[config.mk]
export PLATFORM = sky130hd
export DESIGN_NAME = btn_debounce_bank
export DESIGN_NICKNAME = d
export VERILOG_FILES = /design/src/rtl/btn_debounce_bank.sv
export SDC_FILE = /design/constraint.sdc
export NUM_CORES = 1
export LEC_CHECK = 0
export ABC_AREA = 1
export BUFFER_PORTS_ARGS = -buffer_cell sky130_fd_sc_hd__buf_2
export CORE_ASPECT_RATIO = 1.75
export CORE_MARGIN = 3
export CORE_UTILIZATION = 55
export CTS_CLUSTER_DIAMETER = 50
export DETAILED_ROUTE_END_ITERATION = 10
export PLACE_DENSITY = 0.71
export REMOVE_ABC_BUFFERS = 1
export SLEW_MARGIN = 20
export SYNTH_ARGS = -nofsm -noshare
export SYNTH_HDL_FRONTEND = slang
export SYNTH_SLANG_ARGS = --single-unit
[constraint.sdc]
create_clock -name clk -period 3.75 [get_ports clk]
set_input_delay 0.1875 -clock clk [delete_from_list [all_inputs] [get_ports clk]]
set_output_delay 0.1875 -clock clk [all_outputs]
set_load 0.01 [all_outputs]
[src/rtl/btn_debounce_bank.sv]
// N-channel button sync/debounce with press/release/auto-repeat pulses merged into one event stream.
// Level changes SYNC_STAGES+STABLE_CYCLES edges after a clean step; events wait in per-channel pending bits until event_ready.
module btn_debounce_bank #(
  parameter int N_BTN         = 4,
  parameter int STABLE_CYCLES = 500000,
  parameter int SYNC_STAGES   = 2,
  parameter int REPEAT_EN     = 1,
  parameter int REPEAT_DELAY  = 50000000,
  parameter int REPEAT_RATE   = 10000000,
  parameter int CH_W          = 2
) (
  input  logic             clk,
  input  logic             rst,
  input  logic [N_BTN-1:0] btn_in,
  output logic [N_BTN-1:0] btn_level,
  output logic [N_BTN-1:0] btn_press,
  output logic [N_BTN-1:0] btn_release,
  output logic [N_BTN-1:0] btn_repeat,
  output logic             event_valid,
  output logic [CH_W-1:0]  event_ch,
  output logic [1:0]       event_type,
  input  logic             event_ready,
  output logic             event_overrun
);

  localparam int SW   = $clog2(STABLE_CYCLES);
  localparam int RMAX = (REPEAT_DELAY > REPEAT_RATE) ? REPEAT_DELAY : REPEAT_RATE;
  localparam int RW   = $clog2(RMAX);
  localparam logic [SW-1:0] S_TERM = SW'(STABLE_CYCLES - 1);
  localparam logic [RW-1:0] D_TERM = RW'(REPEAT_DELAY - 1);
  localparam logic [RW-1:0] R_TERM = RW'(REPEAT_RATE - 1);

  localparam logic [1:0] ST_IDLE  = 2'd0;
  localparam logic [1:0] ST_DELAY = 2'd1;
  localparam logic [1:0] ST_RATE  = 2'd2;

  localparam logic [1:0] EV_PRESS   = 2'b01;
  localparam logic [1:0] EV_RELEASE = 2'b10;
  localparam logic [1:0] EV_REPEAT  = 2'b11;

  logic [N_BTN-1:0] sync_q [SYNC_STAGES];
  logic [N_BTN-1:0] s;
  logic [SW-1:0]    db_cnt [N_BTN];
  logic [N_BTN-1:0] term, rise, fall;
  logic [1:0]       rstate [N_BTN];
  logic [RW-1:0]    rcnt [N_BTN];
  logic [N_BTN-1:0] rep_hit;
  logic [N_BTN-1:0] pend_press, pend_release, pend_repeat;
  logic [N_BTN-1:0] sel_press, sel_release, sel_repeat;
  logic [N_BTN-1:0] clr_press, clr_release, clr_repeat;

  always_ff @(posedge clk) begin
    if (rst) begin
      for (int k = 0; k < SYNC_STAGES; k++) sync_q[k] <= '0;
    end else begin
      sync_q[0] <= btn_in;
      for (int k = 1; k < SYNC_STAGES; k++) sync_q[k] <= sync_q[k-1];
    end
  end

  assign s = sync_q[SYNC_STAGES-1];

  // term: the new level has persisted long enough and flips on this edge
  always_comb begin
    term = '0;
    for (int i = 0; i < N_BTN; i++)
      term[i] = (s[i] != btn_level[i]) && (db_cnt[i] == S_TERM);
  end

  assign rise = term & ~btn_level;
  assign fall = term & btn_level;

  always_ff @(posedge clk) begin
    if (rst) begin
      for (int i = 0; i < N_BTN; i++) db_cnt[i] <= '0;
      btn_level   <= '0;
      btn_press   <= '0;
      btn_release <= '0;
    end else begin
      for (int i = 0; i < N_BTN; i++) begin
        if ((s[i] == btn_level[i]) || term[i]) db_cnt[i] <= '0;
        else                                   db_cnt[i] <= db_cnt[i] + 1'b1;
      end
      btn_level   <= btn_level ^ term;
      btn_press   <= rise;
      btn_release <= fall;
    end
  end

  // A release on the same edge as a terminal count suppresses the repeat
  always_comb begin
    rep_hit = '0;
    for (int i = 0; i < N_BTN; i++) begin
      if ((REPEAT_EN != 0) && !fall[i]) begin
        case (rstate[i])
          ST_DELAY: rep_hit[i] = (rcnt[i] == D_TERM);
          ST_RATE:  rep_hit[i] = (rcnt[i] == R_TERM);
          default:  rep_hit[i] = 1'b0;
        endcase
      end
    end
  end

  always_ff @(posedge clk) begin
    if (rst) begin
      for (int i = 0; i < N_BTN; i++) begin
        rstate[i] <= ST_IDLE;
        rcnt[i]   <= '0;
      end
      btn_repeat <= '0;
    end else begin
      btn_repeat <= rep_hit;
      for (int i = 0; i < N_BTN; i++) begin
        if ((REPEAT_EN == 0) || fall[i]) begin
          rstate[i] <= ST_IDLE;
          rcnt[i]   <= '0;
        end else begin
          case (rstate[i])
            ST_IDLE: begin
              rcnt[i] <= '0;
              if (rise[i]) rstate[i] <= ST_DELAY;
            end
            ST_DELAY: begin
              if (rcnt[i] == D_TERM) begin
                rstate[i] <= ST_RATE;
                rcnt[i]   <= '0;
              end else begin
                rcnt[i] <= rcnt[i] + 1'b1;
              end
            end
            ST_RATE: begin
              if (rcnt[i] == R_TERM) rcnt[i] <= '0;
              else                   rcnt[i] <= rcnt[i] + 1'b1;
            end
            default: begin
              rstate[i] <= ST_IDLE;
              rcnt[i]   <= '0;
            end
          endcase
        end
      end
    end
  end

  // Offer the lowest pending channel; within it press > release > repeat
  always_comb begin
    sel_press   = '0;
    sel_release = '0;
    sel_repeat  = '0;
    event_valid = 1'b0;
    event_ch    = '0;
    event_type  = '0;
    for (int i = 0; i < N_BTN; i++) begin
      if (!event_valid && (pend_press[i] || pend_release[i] || pend_repeat[i])) begin
        event_valid = 1'b1;
        event_ch    = CH_W'(i);
        if (pend_press[i]) begin
          sel_press[i] = 1'b1;
          event_type   = EV_PRESS;
        end else if (pend_release[i]) begin
          sel_release[i] = 1'b1;
          event_type     = EV_RELEASE;
        end else begin
          sel_repeat[i] = 1'b1;
          event_type    = EV_REPEAT;
        end
      end
    end
  end

  assign clr_press   = sel_press   & {N_BTN{event_ready}};
  assign clr_release = sel_release & {N_BTN{event_ready}};
  assign clr_repeat  = sel_repeat  & {N_BTN{event_ready}};

  // A pulse landing on a bit consumed this edge is a fresh event, not an overrun
  always_ff @(posedge clk) begin
    if (rst) begin
      pend_press    <= '0;
      pend_release  <= '0;
      pend_repeat   <= '0;
      event_overrun <= 1'b0;
    end else begin
      pend_press    <= (pend_press   & ~clr_press)   | btn_press;
      pend_release  <= (pend_release & ~clr_release) | btn_release;
      pend_repeat   <= (pend_repeat  & ~clr_repeat)  | btn_repeat;
      event_overrun <= |((btn_press   & pend_press   & ~clr_press)   |
                         (btn_release & pend_release & ~clr_release) |
                         (btn_repeat  & pend_repeat  & ~clr_repeat));
    end
  end

endmodule
**Yosys cells after proc, flatten, opt, wreduce, memory -nomap -nowiden**

Memories as Yosys holds them, arrays and structs flattened.
Index checks and enable logic that the tools add are counted.

- $add $sub $neg: 8
- Multipliers: 0
- Divide/modulo/power cells: 0
- $lt $le $gt $ge: 0
- Eq/ne operators: 28
- Shift-type cells: 0
- Mux-type cells: 280
- Bitwise operators: 78
- Reductions and logical operators: 35

Operator list:

| kind | number |
|---|---|
| $mux W26 | 28 |
| $mux W1 | 212 |
| $mux W19 | 8 |
| $add A26 B1 Y26 const B | 4 |
| $eq A26 B24 Y1 const B | 4 |
| $eq A26 B26 Y1 const B | 4 |
| $add A19 B1 Y19 const B | 4 |
| $eq A19 B19 Y1 const B | 4 |
| $and A4 B4 Y4 | 14 |
| $or A1 B1 Y1 | 54 |
| $mux W2 | 26 |
| $or A4 B4 Y4 | 5 |
| $not A4 Y4 | 4 |
| $logic_or A1 B1 Y1 | 12 |
| $reduce_or A3 Y1 | 4 |
| $eq A2 B1 Y1 const B | 4 |
| $eq A2 B2 Y1 const B | 4 |
| $logic_not A2 Y1 | 4 |
| $mux W4 | 2 |
| $pmux W1 S2 | 4 |
| $reduce_or A2 Y1 | 4 |
| $logic_and A1 B1 Y1 | 7 |
| $eq A1 B1 Y1 | 4 |
| $ne A1 B1 Y1 | 4 |
| other kinds (3) | 5 |

- Bits in registers: 29
- Bits in latches: 0
- RAM bits: 196
- Bits in read-only memories: 0
- Input bits: 7
- Output and inout bits: 22
- Word-level logic and storage cells: 444
- Memories: 4

Memories:

| memory | words | width | rd ports | clocked after Yosys merged registers in | wr ports | line | source |
|---|---|---|---|---|---|---|---|
| rcnt | 4 | 26 | 4 | 0 | 4 | 46 | `logic [RW-1:0] rcnt [N_BTN];` |
| db_cnt | 4 | 19 | 4 | 0 | 4 | 43 | `logic [SW-1:0] db_cnt [N_BTN];` |
| rstate | 4 | 2 | 4 | 0 | 4 | 45 | `logic [1:0] rstate [N_BTN];` |
| sync_q | 2 | 4 | 2 | 0 | 2 | 41 | `logic [N_BTN-1:0] sync_q [SYNC_STAGES];` |

**Logic depth before layout (Yosys ltp)**

Gate-level depths: netlist of run 1.

- Word-level depth: 18
- Gate-level depth with buffers: 13
- Mapped depth without buffers: 12

**Worst setup path before layout of run 1**

No wires, ideal clock.

- Kind: register to register
- Start: memory db_cnt[1][0] (netlist name)
- End: memory rcnt[1][0] (netlist name), enable pin
- Setup time: 0.562 ns
- Arrival: 2.045 ns
- Data required time: 3.188 ns
- Path slack: 1.143 ns
- Cell stages (with the launch flop): 10
- Buffers on the path: 0
- Clock period less this slack: 2.607 ns
- Path through: edfxtp_1 > ha_1 > nand2_1 > nor2_1 > nand2_1 > nor2_2 > nand2_1 > nand3_2 > inv_1 > nand4_1

RTL lines:

| element | line |
|---|---|
| start: declaration | 43 |
| end: declaration | 46 |

==> metrics.md, run 1 <==
| Metric | Value |
|---|---|
| Slew headroom | 48.4% |
| Period utilisation layout | 68.4% |
| Initial core utilization | 56.6% |
| Final min period | 2.57 ns |
| Layout Utilization | 62.8% |
| Synth Register Bits | 225 |
| Max Clock Skew | 0.0123 ns |
| Unrepaired setup endpoints after global routing | false |
| Max Slew Vio Count | 0 |
| GR Overflow Total | 0 |
| Syn Area/Cell | 7.94 µm² |
| Largest net degree at the start of global routing | 31 |
| Placed cell area | 14400 µm² |
| Post-Syn Area | 13700 µm² |
| Power Density | 370 nW/µm² |
| Design area | 15300 µm² |
| Post-synth cell types | 36 |
| Worst endpoint required time | 3.93 ns |
| IO Port Bufs | 28 |
| Max VDD drop | 0.371 mV |
| Depth of the CTS H-tree | 1 |
| First-iteration detailed-routing DRC count | 627 |
| CTS root buffer | clkbuf_16 |
| Setup Buffers After CTS | 0 |
| Routability Congestion | 0.967 |
| Critical setup path kind | reg -> reg |
| Seq pwr share | 52.1% |
| Final Hold Fails | 0 |
| Sw Share | 23.4% |
| Clock sinks | 225 |
| Row cnt | 75 |
| Share of cells above drive strength 1 | 7.51% |
| Top cells by area, synth | edfxtp_1, nand2_1, nor2_1 |
| Most area-hungry cell type in the Yosys netlist | edfxtp_1 |
| Die Y | 215 µm |
| Pleak | 6.01 nW |
| Top Ports | 29 |
| Post-route ant nets | 0 |
| DRC violations left | 0 |
| Clock transition at path regs | 0.06 ns |
| Initial antenna violation count | 0 |
| Ys async rst share | 0% |
| Total of warnings raised by yosys | 0 |
| Clock Latency Late Sink | 0.53 ns |
| Number of flops mapped to enable cells by yosys | 188 |
| Num CTS Buffers | 24 |
| MaxCap Viol Count | 0 |
| Area fraction of the dominant cell type after synthesis | 41.1% |
| Arr. time, crit path | 2.75 ns |
| Most common flop cell mapped by yosys | edfxtp_1 |
| Wire length per cell | 13.9 µm |
| TNS Setup | 0 ns |
| Internal | 4.33 mW |
| Crit-path max FO | 27 |
| Final nets | 1877 |
| Die footprint | 27000 µm² |
| CTS tree | yes |
| Clock Tree Buf Depth | 3 |
| Outcome | finished clean |
| Mapped Cells | 1731 |
| Crit end category | register |
| First-pass GRT wire length | 51200 µm |
| Vias per cell | 5.25 |
| Clock power frac | 41.8% |
| Hold/Removal Path Class | in -> reg |
| GRT Total Usage | 22.5% |
| Worst-Margin Slew | 0.773 ns |
| Fmax | 0.390 GHz |
| Number of global-route vias before repair | 11400 |
| Vias | 11400 |
| DIE WIDTH | 126 µm |
| Sequential element share of the synthesized area | 46.5% |
| Final count of negative-setup-slack endpoints | 0 |
| Core ar. | 24300 µm² |
| Switching Power | 1.32 mW |
| Area grow syn2layout | 11.1% |
| DP HPWL | 22700 µm |
| ANT cells | 0 |
| CP startpoint kind | register |
| Pre-antenna DRT Iters | 5 |
| Fillcell total | 2187 |
| Routed wire length | 30100 µm |
| Logic pwr share | 6.1% |
-- per-stage QoR --
step / total power, mW / instances / hold WS, ns / worst slack, ns
6_report: 5.65 / 2172 / 0.117 / 1.18
5_1_grt: 5.88 / 2172 / 0.148 / 0.883
4_1_cts: 5.71 / 2172 / 0.0796 / 1.17
3_5_place_dp: 3.33 / 2124 / 0.394 / 1.19
3_3_place_gp: 3.32 / 2124 / 0.394 / 1.27
2_1_floorplan: 3.21 / 1780 / 0.257 / 0.803
-- metal layers --
metal	global-route usage, %	vias up	share of wire, %
li1	-	5816	-
met4	10.2	0	4.4
met3	3.18	103	3.4
met2	41.9	218	53
met5	0	-	0
met1	24.9	5268	39
-- layout by cell type, fill, tap and decap left out, types with 25 or more instances in the layout --
cell / instances
a21oi_1: 45
buf_2: 28
clkbuf_16: 25
conb_1: 76
dfxtp_1: 37
edfxtp_1: 188
inv_1: 245
nand2_1: 357
nand3_1: 118
nand4_1: 50
nor2_1: 298
nor3_1: 117
nor3_2: 26
xor2_1: 83
-- layout make-up --
class / count / area [µm²] / area share, %
well taps: 308 / 385 / 2.52
inverters: 251 / 942 / 6.17
repair buffers: 40 / 240 / 1.57
clock inverters: 11 / 109 / 0.713
flip-flops and latches: 225 / 6390 / 41.8
clock buffers: 33 / 676 / 4.42
multi-input cells: 1304 / 6540 / 42.8
-- worst max-delay path, cell delays in order, from the launching register on --
cell      delay [ns]
edfxtp_1        0.41
ha_1            0.23
nand2_1         0.11
nor2_1          0.19
nand2_1         0.09
nor2_2          0.16
nand2_1         0.12
nand3_2         0.07
buf_4           0.31
inv_1           0.11
nand4_1         0.08
buf_4           0.34
-- cells in the mapped netlist (all sizes together), types with 17 or more instances --
cell and count:
a21oi 45, buf 17, dfxtp 37, edfxtp 188, ha 24, inv 251
nand2 360, nand3 123, nand4 51, nor2 314, nor3 143, o21ai 21
xnor2 20, xor2 83
-- final timing paths --
check | start | to | slack (ns) | cells past startpoint
worst max-delay path | db_cnt[1][0] | rcnt[1][19] | 1.18 | 11
worst min-delay path | event_ready | pend_release[0] | 0.12 | 4
worst max register to register | db_cnt[1][0] | rcnt[1][19] | 1.18 | 11
worst min register to register | sync_q[0][0] | sync_q[0][4] | 0.40 | 2
-- registers in the layout (all words and copies together) (netlist names), named ones only --
| signal | count |
|---|---|
| rcnt | 104 |
| rstate | 8 |
| event_overrun | 1 |
| pend_press | 4 |
| btn_repeat | 4 |
| pend_release | 4 |
| btn_release | 4 |
| btn_press | 4 |
| sync_q | 8 |
| db_cnt | 76 |
| pend_repeat | 4 |
-- power by group through the flow --
stage / combinational (mW) / sequential, mW / clock [mW]
after CTS: 0.343 / 2.94 / 2.43
after detailed placement: 0.336 / 2.99 / 0
final: 0.343 / 2.94 / 2.36
after floorplan: 0.258 / 2.95 / 0
after global placement: 0.329 / 2.99 / 0
after global routing: 0.396 / 2.96 / 2.53
-- kinds of logic (layout without fill, tap and decap cells) --
family,count (synthesis),count (layout),share of synthesized area [%]
fa+ha+maj,24,24,2.18
compound gates,75,75,2.87
buf+inv,277,335,8.04
xor+xnor,103,103,6.56
simple gates,1026,1026,33.9
other cells,1,76,0.0273
flops,225,225,46.5
-- timing repair --
item | CTS | global route
gates resized for setup | 0 | 0
hold buffers | 4 | 0
endpoints found under the hold margin | 4 | 0
Note: power is estimated with default switching activity, not from simulation.
==> run 2, diff against run 1 <==
==> constraint.sdc (replaced) <==
create_clock -name clk -period 2.6 [get_ports clk]
set_input_delay 0.13 -clock clk [delete_from_list [all_inputs] [get_ports clk]]
set_output_delay 0.13 -clock clk [all_outputs]
set_load 0.01 [all_outputs]
==> metrics.md, run 2 (same netlist as run 1, synthesis figures left out) <==
| Metric | Value |
|---|---|
| Placed cell area | 14500 µm² (was 14400 µm²) |
| Num CTS Buffers | 22 (was 24) |
| Commonest non-fill, non-tap cell in the layout | nand2_1 (unchanged) |
| Slew headroom | 63.5% (was 48.4%) |
| Critical setup path kind | reg -> reg (unchanged) |
| Clock Latency Late Sink | 0.53 ns (about the same) |
| Cells after DPL | 2129 (was 2124) |
| DP HPWL | 22900 µm (was 22700 µm) |
| CP startpoint kind | register (unchanged) |
| DIE WIDTH | 126 µm (unchanged) |
| Max reg flops | 104 (unchanged) |
| Design Power | 7.78 mW (was 5.65 mW) |
| Wire length per cell | 13.9 µm (about the same) |
| Power Density | 512 nW/µm² (was 370 nW/µm²) |
| Row cnt | 75 (unchanged) |
| Area grow syn2layout | 10.7% (was 11.1%) |
| Final Hold Fails | 0 (unchanged) |
| Routed wire length | 30200 µm (was 30100 µm) |
| Switching Power | 1.86 mW (was 1.32 mW) |
| Worst-Margin Slew | 0.547 ns (was 0.773 ns) |
| CTS root buffer | clkbuf_16 (unchanged) |
| Pre-antenna DRT Iters | 5 (unchanged) |
| Setup ws final | 0.318 ns (was 1.18 ns) |
| Top Ports | 29 (unchanged) |
| Clock Tree Buf Depth | 3 (unchanged) |
| Pleak | 5.98 nW (was 6.01 nW) |
| Vias | 11400 (about the same) |
| Post-route ant nets | 0 (unchanged) |
| Crit-path max FO | 26 (was 27) |
| Initial core utilization | 56.6% (unchanged) |
| Worst endpoint required time | 2.93 ns (was 3.93 ns) |
| Core ar. | 24300 µm² (unchanged) |
| Clock power frac | 39.0% (was 41.8%) |
| Clock sinks | 225 (unchanged) |
| Max VDD drop | 0.536 mV (was 0.371 mV) |
| Largest net degree at the start of global routing | 31 (unchanged) |
| Clock transition at path regs | 0.06 ns (about the same) |
| Die Y | 215 µm (unchanged) |
| ANT cells | 0 (unchanged) |
| Hold WS | 0.0161 ns (was 0.117 ns) |
| Crit end category | register (unchanged) |
| MaxCap Viol Count | 0 (unchanged) |
| Design area | 15200 µm² (was 15300 µm²) |
| GR Overflow Total | 0 (unchanged) |
| Final min period | 2.28 ns (was 2.57 ns) |
| Outcome | finished clean (unchanged) |
| Die footprint | 27000 µm² (unchanged) |
| Routability Congestion | 0.957 (was 0.967) |
| Depth of the CTS H-tree | 1 (unchanged) |
| Period utilisation layout | 87.8% (was 68.4%) |
| Final count of negative-setup-slack endpoints | 0 (unchanged) |
| TNS Setup | 0 ns (unchanged) |
| Fmax | 0.438 GHz (was 0.390 GHz) |
| Commonest cells after routing, fill and taps aside | nand2_1, nor2_1, inv_1, edfxtp_1, nand3_1 (unchanged) |
| Worst slack, placed | 0.354 ns (was 1.19 ns) |
| Sw Share | 23.9% (was 23.4%) |
| Vias per cell | 5.24 (was 5.25) |
| Top reg by flops | rcnt (unchanged) |
| Number of global-route vias before repair | 11600 (was 11400) |
| Unrepaired setup endpoints after global routing | false (unchanged) |
| DRC violations left | 0 (unchanged) |
| Hold/Removal Path Class | in -> reg (unchanged) |
| Initial antenna violation count | 0 (unchanged) |
| First-pass GRT wire length | 51700 µm (was 51200 µm) |
| Share of cells above drive strength 1 | 7.35% (was 7.51%) |
| Final nets | 1880 (was 1877) |
| Internal | 5.93 mW (was 4.33 mW) |
| Final cell count without fillers | 2173 (was 2172) |
| IO Port Bufs | 28 (unchanged) |
| Layout Utilization | 62.6% (was 62.8%) |
| Seq pwr share | 54.5% (was 52.1%) |
| Max Clock Skew | 0.0239 ns (was 0.0123 ns) |
| GRT Total Usage | 22.6% (was 22.5%) |
| CTS tree | yes (unchanged) |
| Arr. time, crit path | 2.61 ns (was 2.75 ns) |
| First-iteration detailed-routing DRC count | 556 (was 627) |
| Top Registers | rcnt: 104 flops, db_cnt: 76 flops (unchanged) |
| Max Slew Vio Count | 0 (unchanged) |
| Logic pwr share | 6.4% (was 6.1%) |
==> run 2: final timing paths <==
kind | from | end | slack, ns | cells after the start
worst min-delay path | rst | register | 0.02 | 4
worst max register to register | rcnt[1][0] | rcnt[1][4] | 0.32 | 8
worst min register to register | sync_q[0][1] | sync_q[0][5] | 0.40 | 2
worst max-delay path | rcnt[1][0] | rcnt[1][4] | 0.32 | 8
==> run 2: layout make-up <==
| cell class | instances | area, µm² |
|---|---|---|
| Clock buffer | 37 | 647 |
| Inverter | 251 | 942 |
| Clock inverter | 3 | 27.5 |
| Timing Repair Buffer | 45 | 290 |
| Tap cell | 308 | 385 |
| Sequential cell | 225 | 6390 |
| Multi-Input combinational cell | 1304 | 6540 |
| Fill cell | 2197 | 9090 |
==> run 2: power by group through the flow <==
| stage | Sequential (mW) | Combinational (mW) | Clock, mW |
|---|---|---|---|
| detailed placement | 4.32 | 0.491 | 0 |
| CTS | 4.24 | 0.501 | 3.13 |
| global route | 4.27 | 0.575 | 3.27 |
| global placement | 4.31 | 0.484 | 0 |
| floorplan | 4.26 | 0.372 | 0 |
| finish | 4.24 | 0.501 | 3.04 |
==> run 2: routing by layer <==
metal	track usage (%)	routed length, µm	vias up
met5	0	0	-
met4	9.44	1140	0
met3	2.68	1110	82
met2	43.5	16400	213
met1	24.6	11600	5259
li1	-	-	5836
==> run 2: critical path: stages, from the launching register on <==
cell and delay (ns):
edfxtp_1 0.44, ha_1 0.31, nand3_1 0.18, inv_2 0.07, nand2_1 0.10, nor3_2 0.06, nand3_1 0.13, nand3_2 0.45
nor3_1 0.34
==> run 2: repair_timing <==
action,in CTS,in global routing
setup endpoints to repair,0,0
hold buffers,4,0
hold endpoints to repair,4,0
resized for setup,0,0
setup buffers,0,0
==> run 3, diff against run 2 <==
--- a/config.mk
+++ b/config.mk
@@ -9,10 +9,10 @@
 export BUFFER_PORTS_ARGS = -buffer_cell sky130_fd_sc_hd__buf_2
 export CORE_ASPECT_RATIO = 1.75
 export CORE_MARGIN = 3
-export CORE_UTILIZATION = 55
+export CORE_UTILIZATION = 50
 export CTS_CLUSTER_DIAMETER = 50
 export DETAILED_ROUTE_END_ITERATION = 10
-export PLACE_DENSITY = 0.71
+export PLACE_DENSITY = 0.66
 export REMOVE_ABC_BUFFERS = 1
 export SLEW_MARGIN = 20
 export SYNTH_ARGS = -nofsm -noshare
==> metrics.md, run 3 (same netlist as run 1, synthesis figures left out) <==
| Metric | Value |
|---|---|
| Hold/Removal Path Class | in -> reg (unchanged) |
| Row cnt | 79 (was 75) |
| Wire length per cell | 13.7 µm (was 13.9 µm) |
| Crit end category | register (unchanged) |
| PostCTS Resize Cnt | 0 (unchanged) |
| First-iteration detailed-routing DRC count | 567 (was 556) |
| Critical setup path kind | reg -> reg (unchanged) |
| Hold WS | 0.0423 ns (was 0.0161 ns) |
| Clock Latency Late Sink | 0.53 ns (about the same) |
| Depth of the CTS H-tree | 1 (unchanged) |
| GRT Total Usage | 20.6% (was 22.6%) |
| Crit-path slowest cell | edfxtp_1 (was nand3_2) |
| MaxCap Viol Count | 0 (unchanged) |
| Clock transition at path regs | 0.06 ns (about the same) |
| Power Density | 534 nW/µm² (was 512 nW/µm²) |
| Die footprint | 29600 µm² (was 27000 µm²) |
| Routability Congestion | 0.901 (was 0.957) |
| Worst-Margin Slew | 0.616 ns (was 0.547 ns) |
| Fmax | 0.441 GHz (was 0.438 GHz) |
| Vias per cell | 5.07 (was 5.24) |
| Slowest stage delay, CP | 0.42 ns (was 0.45 ns) |
| Vias | 11300 (was 11400) |
| Unrepaired setup endpoints after global routing | false (unchanged) |
| CTS tree | yes (unchanged) |
| Worst endpoint required time | 2.79 ns (was 2.93 ns) |
| Post-route ant nets | 0 (unchanged) |
| Worst-path cell chain | ha_1 > nand2_1 > nor2_1 > nand2_1 > nor2_2 > nand2_1 > nand3_2 > inv_1 > nand4_1 > buf_4 (was ha_1 > nand3_1 > inv_2 > nand2_1 > nor3_2 > nand3_1 > nand3_2 > nor3_1) |
| First-pass GRT wire length | 50900 µm (was 51700 µm) |
| Slew headroom | 58.9% (was 63.5%) |
| Commonest cells after routing, fill and taps aside | nand2_1, nor2_1, inv_1, edfxtp_1, nand3_1 (unchanged) |
| Final count of negative-setup-slack endpoints | 0 (unchanged) |
| Top reg by flops | rcnt (unchanged) |
| Max VDD drop | 0.799 mV (was 0.536 mV) |
| Share of cells above drive strength 1 | 7.87% (was 7.35%) |
| GR Overflow Total | 0 (unchanged) |
| Area grow syn2layout | 12.1% (was 10.7%) |
| Clock Tree Buf Depth | 3 (unchanged) |
| Setup Buffers After CTS | 0 (unchanged) |
| Die Y | 225 µm (was 215 µm) |
| DP HPWL | 23200 µm (was 22900 µm) |
| IO Port Bufs | 28 (unchanged) |
| Max reg flops | 104 (unchanged) |
| Largest net degree at the start of global routing | 31 (unchanged) |
| Crit-path max FO | 26 (unchanged) |
| Number of global-route vias before repair | 11300 (was 11600) |
| Top Ports | 29 (unchanged) |
| DRC violations left | 0 (unchanged) |
| Initial core utilization | 51.3% (was 56.6%) |
| ANT cells | 0 (unchanged) |
| Top Registers | rcnt: 104 flops, db_cnt: 76 flops (unchanged) |
| Max Clock Skew | 0.0115 ns (was 0.0239 ns) |
| Setup ws final | 0.333 ns (was 0.318 ns) |
| Num CTS Buffers | 24 (was 22) |
| Outcome | finished clean (unchanged) |
| Final Hold Fails | 0 (unchanged) |
| Final nets | 1881 (was 1880) |
| Routed wire length | 30600 µm (was 30200 µm) |
| Final min period | 2.27 ns (was 2.28 ns) |
| Pre-antenna DRT Iters | 5 (unchanged) |
| Period utilisation layout | 87.2% (was 87.8%) |
| DIE WIDTH | 131 µm (was 126 µm) |
| Worst slack, placed | 0.326 ns (was 0.354 ns) |
| CTS root buffer | clkbuf_16 (unchanged) |
| Commonest non-fill, non-tap cell in the layout | nand2_1 (unchanged) |
| Initial antenna violation count | 0 (unchanged) |
| CP startpoint kind | register (unchanged) |
| Pleak | 6.05 nW (was 5.98 nW) |
| Arr. time, crit path | 2.46 ns (was 2.61 ns) |
| Core ar. | 26800 µm² (was 24300 µm²) |
| Max Slew Vio Count | 0 (unchanged) |
| Clock sinks | 225 (unchanged) |
| Critical path's most frequent cell | nand2_1 (was nand3_1) |
==> run 3: cell types whose count changed in the layout (fill, tap and decap cells not counted), sizes merged <==
cell    delta
clkinv     +8
buf        -1
bufinv     +2
clkbuf     -6
==> run 3: metrics by stage <==
step / util [%] / instance area (µm²) / instances / total power, mW / TNS, ns
after floorplan: - / 13900 / 1780 / 4.63 / -15.33
after global placement: 54.4 / 14600 / 2184 / 4.79 / 0
after detailed placement: 54.4 / 14600 / 2184 / 4.80 / 0
after CTS: 57.5 / 15400 / 2232 / 8.31 / 0
after global routing: 57.5 / 15400 / 2232 / 8.55 / 0
final: 57.5 / 15400 / 2232 / 8.22 / 0
==> run 3: layout make-up <==
| class | instances | area, µm² |
|---|---|---|
| fillers | 2527 | 11400 |
| multi-input cells | 1304 | 6540 |
| flip-flops and latches | 225 | 6390 |
| inverters | 251 | 942 |
| clock buffers | 31 | 678 |
| well taps | 364 | 455 |
| repair buffers | 44 | 283 |
| clock inverters | 13 | 125 |
==> run 3: layer usage <==
metal	vias up	global-route usage, %	share of wire, %
met3	100	2.35	2.9
li1	5820	-	-
met1	5196	21.5	39
met4	0	10.7	5.0
met5	-	0	0
met2	192	40.3	53
==> run 3: worst paths after layout <==
| check | startpoint | to | slack (ns) | cells past startpoint |
|---|---|---|---|---|
| setup / recovery | db_cnt[1][0] | rcnt[1][16] | 0.33 | 10 |
| hold reg to reg | sync_q[0][2] | sync_q[0][6] | 0.40 | 2 |
| setup reg to reg | db_cnt[1][0] | rcnt[1][16] | 0.33 | 10 |
| hold / removal | event_ready | pend_release[0] | 0.04 | 4 |
==> run 3: report_power, final <==
| group | internal (mW) | switching, mW |
|---|---|---|
| logic | 0.160 | 0.336 |
| registers | 4.07 | 0.174 |
| clock network | 2.05 | 1.44 |
| total | 6.27 | 1.95 |
==> run 3: critical path, delay by kind of cell, from the launching register on <==
family        cells  cell delay [ns]
simple gates      7             0.88
flops             1             0.42
buf+inv           2             0.39
fa+ha+maj         1             0.23
==> run 3: timing repair <==
action / in CTS / in global routing
hold buffers: 4 / 0
endpoints found under the setup margin: 0 / 0
hold endpoints to repair: 4 / 0
